File: src/rtl/traffic_fsm_if.sv
// Highway/farm-road sequencer bus: sensor, restart and timer inputs plus light/timer outputs.
// master = surrounding logic (timer, sensor, firmware); slave = the sequencer itself.
interface traffic_fsm_if #(
   parameter int CNT_W = 8
);
   logic             car_in;
   logic             fw_restart;
   logic             short_timeout;
   logic             long_timeout;
   logic [1:0]       hw_light;
   logic [1:0]       fw_light;
   logic             timer_hw_reset;
   logic             timer_fw_reset;
   logic [1:0]       phase;
   logic [CNT_W-1:0] farm_cycles;

   modport master (
      output car_in,
      output fw_restart,
      output short_timeout,
      output long_timeout,
      input  hw_light,
      input  fw_light,
      input  timer_hw_reset,
      input  timer_fw_reset,
      input  phase,
      input  farm_cycles
   );

   modport slave (
      input  car_in,
      input  fw_restart,
      input  short_timeout,
      input  long_timeout,
      output hw_light,
      output fw_light,
      output timer_hw_reset,
      output timer_fw_reset,
      output phase,
      output farm_cycles
   );
endinterface

File: src/rtl/traffic_fsm.sv
// Highway/farm-road light sequencer driven by the interval timer, with a debounced car sensor.
// Lights, phase and timer-restart pulses are registered and change on the same edge as the state.
module traffic_fsm #(
   parameter int DEBOUNCE = 4,
   parameter int CNT_W    = 8
) (
   input  logic          clk,
   input  logic          reset_n,
   traffic_fsm_if.slave  bus
);

   localparam int DW = $clog2(DEBOUNCE + 1);

   localparam logic [1:0] GREEN  = 2'd0;
   localparam logic [1:0] YELLOW = 2'd1;
   localparam logic [1:0] RED    = 2'd2;

   typedef enum logic [1:0] {
      HG = 2'd0,
      HY = 2'd1,
      FG = 2'd2,
      FY = 2'd3
   } state_t;

   // ---------------- sensor path ----------------
   logic          sync1_q;
   logic          sync2_q;
   logic          car_q;
   logic [DW-1:0] deb_cnt_q;
   logic [DW-1:0] deb_inc;

   assign deb_inc = deb_cnt_q + DW'(1);

   always_ff @(posedge clk or negedge reset_n) begin
      if (!reset_n) begin
         sync1_q   <= 1'b0;
         sync2_q   <= 1'b0;
         car_q     <= 1'b0;
         deb_cnt_q <= '0;
      end else begin
         sync1_q <= bus.car_in;
         sync2_q <= sync1_q;
         if (sync2_q == car_q) begin
            deb_cnt_q <= '0;
         end else if (deb_inc == DW'(DEBOUNCE)) begin
            car_q     <= sync2_q;
            deb_cnt_q <= '0;
         end else begin
            deb_cnt_q <= deb_inc;
         end
      end
   end

   // ---------------- sequencer ----------------
   state_t           state_q,    state_d;
   logic [1:0]       hw_light_q, hw_light_d;
   logic [1:0]       fw_light_q, fw_light_d;
   logic             hw_rst_q,   hw_rst_d;
   logic             fw_rst_q,   fw_rst_d;
   logic [CNT_W-1:0] farm_q,     farm_d;
   logic             start_q;
   logic             blocked;

   // Timeout levels are stale while a restart pulse is out, so hold the state for that cycle.
   assign blocked = hw_rst_q | fw_rst_q;

   always_comb begin
      state_d  = state_q;
      hw_rst_d = 1'b0;
      fw_rst_d = 1'b0;
      farm_d   = farm_q;
      if (bus.fw_restart) begin
         state_d  = HG;
         fw_rst_d = 1'b1;
      end else begin
         if (!blocked) begin
            case (state_q)
               HG: if (car_q && bus.long_timeout) state_d = HY;
               HY: if (bus.short_timeout)         state_d = FG;
               FG: begin
                  if (!car_q || bus.long_timeout) begin
                     state_d = FY;
                     if (farm_q != '1) farm_d = farm_q + CNT_W'(1);
                  end
               end
               FY: if (bus.short_timeout)         state_d = HG;
               default:                           state_d = HG;
            endcase
         end
         hw_rst_d = start_q || (state_d != state_q);
      end
   end

   always_comb begin
      hw_light_d = GREEN;
      fw_light_d = RED;
      case (state_d)
         HG: begin hw_light_d = GREEN;  fw_light_d = RED;    end
         HY: begin hw_light_d = YELLOW; fw_light_d = RED;    end
         FG: begin hw_light_d = RED;    fw_light_d = GREEN;  end
         FY: begin hw_light_d = RED;    fw_light_d = YELLOW; end
         default: begin hw_light_d = GREEN; fw_light_d = RED; end
      endcase
   end

   // start_q gives the timer one restart pulse on the first edge after reset releases.
   always_ff @(posedge clk or negedge reset_n) begin
      if (!reset_n) begin
         state_q    <= HG;
         hw_light_q <= GREEN;
         fw_light_q <= RED;
         hw_rst_q   <= 1'b0;
         fw_rst_q   <= 1'b0;
         farm_q     <= '0;
         start_q    <= 1'b1;
      end else begin
         state_q    <= state_d;
         hw_light_q <= hw_light_d;
         fw_light_q <= fw_light_d;
         hw_rst_q   <= hw_rst_d;
         fw_rst_q   <= fw_rst_d;
         farm_q     <= farm_d;
         start_q    <= 1'b0;
      end
   end

   assign bus.hw_light       = hw_light_q;
   assign bus.fw_light       = fw_light_q;
   assign bus.timer_hw_reset = hw_rst_q;
   assign bus.timer_fw_reset = fw_rst_q;
   assign bus.phase          = state_q;
   assign bus.farm_cycles    = farm_q;

endmodule
File: src/flat_wrapper.sv
// flat-port wrapper written by rule: the top's interface ports become plain ports
module traffic_fsm_flat 
#(
   parameter int DEBOUNCE = 4,
   parameter int CNT_W    = 8
)
  (clk, reset_n, bus_car_in, bus_fw_restart, bus_short_timeout, bus_long_timeout, bus_hw_light, bus_fw_light, bus_timer_hw_reset, bus_timer_fw_reset, bus_phase, bus_farm_cycles);
  traffic_fsm_if #(.CNT_W(CNT_W)) bus_i ();
  input  logic clk;
  input  logic reset_n;
  input wire logic [$bits(bus_i.car_in)-1:0] bus_car_in;
  input wire logic [$bits(bus_i.fw_restart)-1:0] bus_fw_restart;
  input wire logic [$bits(bus_i.short_timeout)-1:0] bus_short_timeout;
  input wire logic [$bits(bus_i.long_timeout)-1:0] bus_long_timeout;
  output wire logic [$bits(bus_i.hw_light)-1:0] bus_hw_light;
  output wire logic [$bits(bus_i.fw_light)-1:0] bus_fw_light;
  output wire logic [$bits(bus_i.timer_hw_reset)-1:0] bus_timer_hw_reset;
  output wire logic [$bits(bus_i.timer_fw_reset)-1:0] bus_timer_fw_reset;
  output wire logic [$bits(bus_i.phase)-1:0] bus_phase;
  output wire logic [$bits(bus_i.farm_cycles)-1:0] bus_farm_cycles;
  assign bus_i.car_in = bus_car_in;
  assign bus_i.fw_restart = bus_fw_restart;
  assign bus_i.short_timeout = bus_short_timeout;
  assign bus_i.long_timeout = bus_long_timeout;
  assign bus_hw_light = bus_i.hw_light;
  assign bus_fw_light = bus_i.fw_light;
  assign bus_timer_hw_reset = bus_i.timer_hw_reset;
  assign bus_timer_fw_reset = bus_i.timer_fw_reset;
  assign bus_phase = bus_i.phase;
  assign bus_farm_cycles = bus_i.farm_cycles;
  traffic_fsm #(.DEBOUNCE(DEBOUNCE), .CNT_W(CNT_W)) u_core (.clk(clk), .reset_n(reset_n), .bus(bus_i));
endmodule
File: config.mk
export PLATFORM = sky130hd
export DESIGN_NAME = traffic_fsm_flat
export DESIGN_NICKNAME = d
export VERILOG_FILES = /design/src/rtl/traffic_fsm_if.sv /design/src/rtl/traffic_fsm.sv /design/src/flat_wrapper.sv
export SDC_FILE = /design/constraint.sdc
export NUM_CORES = 1
export LEC_CHECK = 0
export CAP_MARGIN = 25
export CORE_ASPECT_RATIO = 1.25
export CORE_MARGIN = 2
export CORE_UTILIZATION = 51
export DETAILED_ROUTE_END_ITERATION = 10
export PLACE_DENSITY = 0.88
export SLEW_MARGIN = 15
export SYNTH_ARGS = -nofsm -noshare
export SYNTH_HDL_FRONTEND = slang
export SYNTH_SLANG_ARGS = --single-unit
File: constraint.sdc
create_clock -name clk -period 3.6 [get_ports clk]
set_input_delay 0.72 -clock clk [delete_from_list [all_inputs] [get_ports clk]]
set_output_delay 0.72 -clock clk [all_outputs]
set_load 0.005 [all_outputs]
Word-level counts from Yosys, hierarchy flattened
Cells that the tools add are included.
Word-level totals
  register bits after elaboration: 23
  input port bits: 6
  output and inout port bits: 16
  logic and storage cells: 51
Operators by class
  add/sub/neg operators: 2
  equality and inequality tests: 10
  multiplexer cells: 14
  bitwise logic cells: 4
  reduce and logical (&&, ||, !) cells: 10
Operators with widths (count)
  two-way mux 2 bit: 7
  one-hot mux 2 bit (3 select lines): 2
  adder 8 x 1 -> 8 bit (second input constant): 1
  == test 2 bit (second input constant): 4
  != test 8 bit (second input constant): 1
  one-hot mux 2 bit (4 select lines): 1
  two-way mux 3 bit: 2
  AND reduction 5 bit: 1
  == test 2 x 1 -> 1 bit (second input constant): 2
  zero test 2 bit: 2
  OR reduction 2 bit: 2
  adder 3 x 1 -> 3 bit (second input constant): 1
  == test 3 bit (second input constant): 1
  NOT 1 bit: 3
  logical OR 1 bit: 2
  two-way mux 1 bit: 2
  != test 2 bit: 1
  AND reduction 2 bit: 1
  == test 1 bit: 1
  logical AND 1 bit: 1
  zero test 1 bit: 1
  OR 1 bit: 1

Depth between registers and ports, before layout
Gate-level depths: netlist of the first run.
  word-level depth: 10
  depth in mapped cells: 5
  depth with buffers taken out: 5

Worst setup path after synthesis of the first run
OpenSTA, ideal clock, no wires.
  kind: register -> register
  start point: reg u_core.state_q[0], in the netlist u_core.bus.phase[0]
  end point: reg u_core.farm_q[1], in the netlist u_core.bus.farm_cycles[1]
  data arrival time: 1.610 ns
  data required time: 3.475 ns
  slack: 1.865 ns
  stages on the path, launching flop included: 5
  path buffers: 0
  cells stage by stage: dfrtp_1 or4b_4 nor3_4 nand2_2 mux2_4
Between the ends
  longest elaborated chain between the ends: 2
Ends and longest elaborated chain
  from (decl): line traffic_fsm.sv:55  | state_t state_q, state_d;
  from (signal assigned): line traffic_fsm.sv:117  | state_q <= state_d;
  == test 2 bit: line traffic_fsm.sv:77  | case (state_q)
  AND reduction 5 bit (no line)
  to (signal assigned): line traffic_fsm.sv:122  | farm_q <= farm_d;
  to (decl): line traffic_fsm.sv:60  | logic [CNT_W-1:0] farm_q, farm_d;
No other way between the ends.
A chain may end at the register's enable or synchronous reset.

Worst setup path in the final report of the first run
  start point: reg u_core.fw_light_q[1], in the netlist u_core.bus.fw_light[1]
  end point: out bus_fw_light[1]
RTL lines
  from (decl): line traffic_fsm.sv:57  | logic [1:0] fw_light_q, fw_light_d;
  from (signal assigned): line traffic_fsm.sv:119  | fw_light_q <= fw_light_d;
  to (decl): line flat_wrapper.sv:16  | output wire logic [$bits(bus_i.fw_light)-1:0] bus_fw_light;
No word-level cell between the ends.

==> flow_summary.toml, run 1 <==
[setup_path]
start_kind = "flop"
worstPathCellList = "clkdlybuf4s50_1"
rr_startpoint = "u_core.bus.phase[0]"
ff2ff_path_depth = 4
arrival_ns = 1.33
r2r_end = "u_core.bus.farm_cycles[1]"
crit_family = "flip-flops"
cp_num_buf_inv = 1
required_ns = 2.88
critical_path.endpoint_type = "output port"
cp_slowest_cell = "dfstp_2"
worstPathMaxFanout = 1
cpPeakStageDelay_ns = 0.53
critical_path_class = "reg -> out"
ff2ff_setup_slack_ns = 1.78

[drt]
wirelength_um = 1540
drc = 0
avgRoutedWirePerCell_um = 13.0
drtAntennaViolNets = 0
drt_iter0_markers = 12
dr_total_vias = 616
firstDrtPassIters = 4
vias_per_cell = 5.22

[place]
gp_congestion = 0.836
io_buffers = 21
place_hpwl_um = 1130
placedCellCount = 113

[logic_synthesis]
synth_seq_cells = 23
avgSynthCellArea_sq_um = 13.0
synth_edf_count = 0
synth-xor-area-share_pct = 9.22
netlist_top_cells_count = "21 x dfrtp_1, 9 x xnor2_1, 4 x nand3_1, 4 x nor2_1"
synthMuxAreaShare_pct = 3.82
synth_top_family_by_area = "simple AND/OR/NAND/NOR gates"
yosys.cell_count.top_type = "dfrtp_1"
syn_area_sq_um = 950
synthTopCellsByArea = "dfrtp_1 55%, xnor2_1 8.3%, dfstp_2 5.5%, ha_1 4.0%, nand3_1 2.1%"
yosysTopAreaCell = "dfrtp_1"
synth_compound_area_share_pct = 1.32
synth_ff_type = "dfrtp_1"
synthAdderAreaFrac_pct = 3.95
synthDistinctLibCells = 28
synth_warnings = 0
synth-seq-area-share_pct = 60.9
synth.top_cell.area_share_pct = 55.3
synth_simple_gate_area_share_pct = 19.2
syn_inst = 73
async_flop_share_pct = 100
syn_nets = 82

[cts]
cts_setup_buffers = 0
path_clk_slew_ns = 0.12
clockBufferDepth = 2
cts_num_sinks = 23
hold_buffers = 0
cts_tree = "yes"
clock-root-buffer = "clkbuf_4"
cts_resized = 0
clk_latency_ns = 0.31
htree_levels = 1
cts_buffers = 3

[sta]
fmax_mhz = 487
finalSetupViolations = 0
slew_violations = 0
rsz0062_at_grt = "false"
fin_crit_sh_pct = 57.0
period_minus_slack_ns = 2.05
timing_hold_violations_final = 0
tns_ns = 0
finalClockSkew_ns = 0.00478

[cells_and_area]
finalNonFillerCells = 118
area_delta_synth_final_pct = 29.0
drive_above_1_share_pct = 13.1
diodes = 0
fin_nets = 109

[global_route]
grt_pass1_vias = 597
grt_overflow = 0
grt_first_pass_wirelength_um = 2570
grt_start_max_net_pins = 24
antenna_found_initial = 0
grt_usage_pct = 16.2

[floorplan]
die_x_um = 42.6
start_util_pct = 53.8
rows = 17
die_area_sq_mm = 0.00223
die_h_um = 52.2
coreArea_sq_mm = 0.00177
ioPinCount = 22

[hold_path]
hold_end = "u_core.sync2_q"
hold_depth = 0
hp-start = "u_core.sync1_q"
hold_class = "reg -> reg"

[job]
cap_violations = 0

[pwr]
power_leakage_uw = 0.000562
peakVddDrop_mv = 0.329
p_per_area_mw_per_mm2 = 399

[status]
status = "completed"
[per-stage QoR]
stage | util [%] | cell area, sq um | worst slack (ns) | power [uW] | hold slack, ns
floorplan | - | 950 | 1.87 | 345 | 0.331
global placement | 67.0 | 1180 | 1.49 | 373 | 0.335
detailed placement | 67.0 | 1180 | 1.45 | 375 | 0.342
CTS | 68.5 | 1210 | 1.54 | 492 | 0.370
global route | 69.4 | 1220 | 1.52 | 515 | 0.385
finish | 69.4 | 1220 | 1.55 | 489 | 0.369
[sequential cells by signal, summed over array words and instances, names as in the netlist]
signal                     cells
u_core.bus.farm_cycles         8
u_core.bus.fw_light            2
u_core.bus.hw_light            2
u_core.bus.phase               2
u_core.bus.timer_fw_reset      1
u_core.bus.timer_hw_reset      1
u_core.car_q                   1
u_core.deb_cnt_q               3
u_core.start_q                 1
u_core.sync1_q                 1
u_core.sync2_q                 1
[cell type report]
class                   count  area, sq um
multi-input cells          47          360
inverters                   3         11.3
flip-flops and latches     23          578
fillers                   135          541
well taps                  19         23.8
repair buffers             22          225
clock buffers               4         26.3
[kinds of logic after synthesis]
kind of cell | count (synthesis)
AOI/OAI and AO/OA | 2
muxes | 3
DFF | 23
and+or+nand+nor | 28
buffers and inverters | 3
other | 1
xor gates and xnor gates | 10
adders and majority gates | 3
[how the worst max path moves through the flow]
stage,start,to,cells after the start
detailed placement,bus_fw_restart,u_core.bus.farm_cycles[1],4
global placement,bus_fw_restart,u_core.bus.farm_cycles[1],4
finish,u_core.bus.fw_light[1],bus_fw_light[1],1
floorplan,u_core.bus.phase[0],u_core.bus.farm_cycles[1],4
CTS,u_core.bus.fw_light[1],bus_fw_light[1],1
global route,u_core.bus.fw_light[1],bus_fw_light[1],1
[power by group]
group	internal (uW)	switching, uW
combinational	40.8	30.3
sequential	282	17.5
clock	43.4	74.9
total	366	123
[per-layer routing]
layer | GRT usage [%] | up-vias | share of wire, %
met3 | 2.76 | 5 | 3.3
met1 | 18.0 | 299 | 43
li1 | - | 299 | -
met5 | 0 | - | 0
met4 | 13.0 | 0 | 3.4
met2 | 27.2 | 13 | 50
[cell usage in the layout, fill, tap and decap left out, drive strengths merged, types with 2 or more instances in the layout]
cell,count
xnor2,9
inv,3
nand2,2
nand3,4
ha,3
and2,2
nor3,3
nor2,4
clkdlybuf4s50,21
nor2b,2
clkbuf,4
dfrtp,21
and3,2
dfstp,2
nand4,3
mux2,2
Note: power is estimated with default switching activity, not from simulation.
==> inputs of run 2 (changes only) <==
CORE_UTILIZATION = 47   (was 51)
PLACE_DENSITY = 0.83   (was 0.88)
clock period = 1.9 ns   (was 3.6 ns; I/O delays follow)
==> run 2 against run 1 <==
  * Register-to-register slack lost 1.7 ns
  * Via count shrank 0.49%
  * Worst hold slack gained 0.011 ns
  * Cell count grew 0.85%
  * Combinational power grew 90%
  * Non-clock buffer count is the same
  * Sequential power grew 89%
  * Final area shrank 0.41%
  * First-iteration DRC count shrank 25%
  * Routed wire length grew 2.9%
  * Clock-buffer cell count shrank 1
  * Critical path type is now reg -> reg
  * Largest cell class unchanged
==> flow_summary.toml, run 2 (same netlist as run 1, synthesis figures left out) <==
[status]
status = "completed"

[floorplan]
rows = 18
start_util_pct = 49.0
die_area_sq_mm = 0.00240
die_x_um = 44.2
coreArea_sq_mm = 0.00194
die_h_um = 54.3
ioPinCount = 22

[pwr]
p_per_area_mw_per_mm2 = 761
clkPwrFrac_pct = 24.3
pwr-share-comb_pct = 14.5
p_sw_uw = 239
power_frac_seq_pct = 61.2
peakVddDrop_mv = 0.636
power_leakage_uw = 0.000561
switching_share_pct = 25.8
intPower_uw = 689

[cells_and_area]
area_delta_synth_final_pct = 28.5
diodes = 0
layout_common_cells = "21 x clkdlybuf4s50_1, 21 x dfrtp_1, 9 x xnor2_1, 4 x nor2_1, 4 x nand3_1"
multi_input_area_sq_um = 360
largest_register_ffs = 8
fin_nets = 109
seq_area_sq_um = 578
finish.utilization_pct = 63.0
drive_above_1_share_pct = 14.1
fillCellCount = 161

[cts]
clock-root-buffer = "clkbuf_4"
clockBufferDepth = 2
cts_setup_buffers = 0
cts_resized = 0
path_clk_slew_ns = 0.13
cts_buffers = 3
htree_levels = 1
cts_tree = "yes"
clk_latency_ns = 0.31
cts_num_sinks = 23
hold_buffers = 0

[hold_path]
hp-start = "u_core.sync1_q"
hold_depth = 0
hold_end = "u_core.sync2_q"
hold_class = "reg -> reg"

[drt]
avgRoutedWirePerCell_um = 13.3
drtAntennaViolNets = 0
drt_iter0_markers = 9
drc = 0
wirelength_um = 1580
firstDrtPassIters = 4
dr_total_vias = 613
vias_per_cell = 5.15

[sta]
tns_ns = 0
rsz0062_at_grt = "false"
timing_hold_violations_final = 0
fin_crit_sh_pct = 94.4
finalClockSkew_ns = 0.0122
slew_violations = 0
finalSetupViolations = 0
fmax_mhz = 557
period_minus_slack_ns = 1.79

[global_route]
grt_usage_pct = 16.2
grt_start_max_net_pins = 24
antenna_found_initial = 0
grt_pass1_vias = 624
grt_overflow = 0
grt_first_pass_wirelength_um = 2700

[place]
gp_congestion = 0.810
place_hpwl_um = 1190
io_buffers = 21

[setup_path]
worstPathMaxFanout = 7
start_kind = "flop"
rr_startpoint = "u_core.bus.phase[0]"
required_ns = 2.10
r2r_end = "u_core.bus.farm_cycles[1]"
critical_path.endpoint_type = "flop"
critical_path_class = "reg -> reg"
arrival_ns = 1.99
ff2ff_setup_slack_ns = 0.11
ff2ff_path_depth = 4

[job]
cap_violations = 0
[run 2: changes by cell type in the layout (fill, tap and decap cells not counted), sizes merged]
| cell | before | now |
|---|---|---|
| clkinv | 0 | 1 |
| clkbuf | 4 | 3 |
[run 2: how the worst max path moves through the flow]
stage,startpoint,end,slack [ns],cells after the start
after CTS,u_core.bus.phase[0],u_core.bus.farm_cycles[1],0.06,4
after detailed placement,bus_fw_restart,u_core.bus.farm_cycles[1],0.08,4
after floorplan,u_core.bus.phase[0],u_core.bus.farm_cycles[1],0.17,4
final,u_core.bus.phase[0],u_core.bus.farm_cycles[1],0.11,4
after global routing,u_core.bus.phase[0],u_core.bus.farm_cycles[1],0.03,4
after global placement,u_core.bus.phase[0],u_core.bus.farm_cycles[1],0.11,4
[run 2: area by class of cell]
cell class	count	share of cell area, %
clock inverter	1	0.410
tap	20	2.05
timing repair buffer	22	17.8
clock buffer	3	1.85
sequential	23	47.4
multi-input combinational	47	29.5
inverter	3	0.923
[run 2: critical path, stage by stage (launching register included)]
cell and delay [ns]:
dfrtp_1 0.44, or4b_4 0.56, nor3_4 0.25, nand2_2 0.12
mux2_4 0.32
[run 2: metal layers]
layer  track usage, %  wire length (um)  vias up
met1             18.9               693      298
met3             2.31                37        4
li1                 -                 -      302
met4             10.6                44        0
met2             27.7               806        9
met5                0                 0        -
[run 2: power groups by stage]
stage	clock (uW)	combinational (uW)	sequential (uW)
global placement	0	134	577
detailed placement	0	136	579
CTS	233	138	570
floorplan	0	80.4	573
global route	254	160	576
finish	226	135	568
[run 2: metrics by stage]
step | total power, uW | std cells | setup WS (ns) | hold WS [ns] | area [sq um]
final | 929 | 119 | 0.106 | 0.380 | 1220
after floorplan | 653 | 73 | 0.165 | 0.0844 | 950
after global routing | 989 | 119 | 0.0317 | 0.394 | 1220
after global placement | 711 | 115 | 0.113 | 0.341 | 1190
after detailed placement | 715 | 115 | 0.0824 | 0.339 | 1190
after CTS | 941 | 119 | 0.0556 | 0.377 | 1220
==> inputs of run 3 (changes only) <==
--- a/config.mk
+++ b/config.mk
@@ -13,2 +13,3 @@
 export PLACE_DENSITY = 0.83
+export REMOVE_ABC_BUFFERS = 1
 export SLEW_MARGIN = 15
==> constraint.sdc (replaced) <==
create_clock -name clk -period 1.9 [get_ports clk]
set_input_delay 0.285 -clock clk [delete_from_list [all_inputs] [get_ports clk]]
set_output_delay 0.285 -clock clk [all_outputs]
set_load 0.005 [all_outputs]
==> run 3 against run 2 <==
  * Cell count stayed put
  * Routed wire length fell by 4.3%
  * Sequential power about the same
  * Core utilization is 0.065 points lower
  * Clock power decreased by 3%
  * Critical endpoint unchanged
  * Global-route usage shrank 2.2 points
  * Setup slack got worse by 0.028 ns
  * Maximum frequency down 1.5%
  * Worst hold slack worse by 0.076 ns
  * Critical path depth unchanged
  * Sequential cell count unchanged
  * Combinational power is essentially flat
==> flow_summary.toml, run 3 (same netlist as run 1, synthesis figures left out) <==
[sta]
slew_violations = 0
tns_ns = 0
timing_hold_violations_final = 0
fin_crit_sh_pct = 95.9
finalSetupViolations = 0
period_minus_slack_ns = 1.82
finalClockSkew_ns = 0.00694
fmax_mhz = 549
hold_slack_ns = 0.304
rsz0062_at_grt = "false"

[place]
dpl_cell_area_sq_mm = 0.00119
gp_congestion = 0.743
placedCellCount = 115
io_buffers = 21

[drt]
drtAntennaViolNets = 0
dr_total_vias = 629
drt_iter0_markers = 11
vias_per_cell = 5.29
avgRoutedWirePerCell_um = 12.7
firstDrtPassIters = 4
drc = 0
wirelength_um = 1510

[hold_path]
hold_class = "in -> async"

[cts]
clockBufferDepth = 2
clk_latency_ns = 0.31
cts_tree = "yes"
cts_setup_buffers = 0
hold_buffers = 0
htree_levels = 1
cts_num_sinks = 23
clock-root-buffer = "clkbuf_4"
path_clk_slew_ns = 0.12
cts_buffers = 3
cts_resized = 0

[floorplan]
coreArea_sq_mm = 0.00194
die_h_um = 54.3
die_x_um = 44.2
die_area_sq_mm = 0.00240
start_util_pct = 49.0
ioPinCount = 22
rows = 18

[cells_and_area]
finish.utilization_pct = 62.9
fin_nets = 109
area_delta_synth_final_pct = 28.3
finalNonFillerCells = 119
drive_above_1_share_pct = 13.1
fillCellCount = 152
largest_register_ffs = 8
seq_area_sq_um = 578
layout_common_cells = "21 x clkdlybuf4s50_1, 21 x dfrtp_1, 9 x xnor2_1, 4 x nor2_1, 4 x nand3_1"
diodes = 0
stdcell_area_sq_mm = 0.00122
multi_input_area_sq_um = 360

[job]
cap_violations = 0

[setup_path]
critical_path.endpoint_type = "flop"
start_kind = "flop"
worstPathCellList = "or4b_4 -> nor3_4 -> nand2_2 -> mux2_4"
cp_slowest_cell = "or4b_4"
arrival_ns = 2.03
worstPathMaxFanout = 7
cpPeakStageDelay_ns = 0.56
required_ns = 2.11
critical_path_class = "reg -> reg"
ff2ff_path_depth = 4

[global_route]
grt_first_pass_wirelength_um = 2310
grt_overflow = 0
grt_usage_pct = 14.0
grt_pass1_vias = 564
grt_start_max_net_pins = 24
antenna_found_initial = 0

[pwr]
peakVddDrop_mv = 0.618
power_leakage_uw = 0.000560
p_per_area_mw_per_mm2 = 756

[status]
status = "completed"
-- run 3: cell types whose count changed in the layout (fill, tap and decap cells not counted), sizes merged --
cell,delta
clkbuf,+1
clkinv,-1
-- run 3: power breakdown --
part | internal, uW | total [uW] | switching [uW]
clock | 82.0 | 220 | 138
combinational | 76.3 | 133 | 56.9
sequential | 535 | 567 | 32.6
total | 693 | 921 | 228
-- run 3: cell type report --
cell class | count | share of cell area [%]
inverters | 3 | 0.924
multi-input cells | 47 | 29.6
repair buffers | 22 | 17.9
well taps | 20 | 2.05
flip-flops and latches | 23 | 47.4
clock buffers | 4 | 2.16
-- run 3: final timing paths --
path	start	end	slack [ns]
min in group clk	u_core.sync1_q	u_core.sync2_q	0.36
max in group asynchronous	reset_n	u_core.start_q	1.31
worst min register to register	u_core.sync1_q	u_core.sync2_q	0.36
worst max-delay path	u_core.bus.phase[0]	u_core.bus.farm_cycles[1]	0.08
worst min-delay path	reset_n	u_core.bus.farm_cycles[5]	0.30
worst max register to register	u_core.bus.phase[0]	u_core.bus.farm_cycles[1]	0.08
-- run 3: worst max-delay path, delay by kind of cell, from the launching register on --
family        cells  cell delay [ns]
mux               1             0.31
simple gates      3             0.99
flops             1             0.43
-- run 3: per-stage QoR --
stage / setup WS, ns / total power (uW)
after floorplan: 0.165 / 653
after global placement: 0.115 / 709
after detailed placement: 0.0915 / 714
after CTS: 0.0809 / 930
after global routing: 0.0253 / 972
final: 0.0783 / 921
-- run 3: per-layer routing --
metal  global-route usage (%)  vias to the layer above  share of wire, %
met3                    0.990                        4               3.0
met2                     23.0                       19                51
met1                     15.9                      303                42
met5                        0                        -                 0
met4                     13.6                        0               4.0
li1                         -                      303                 -
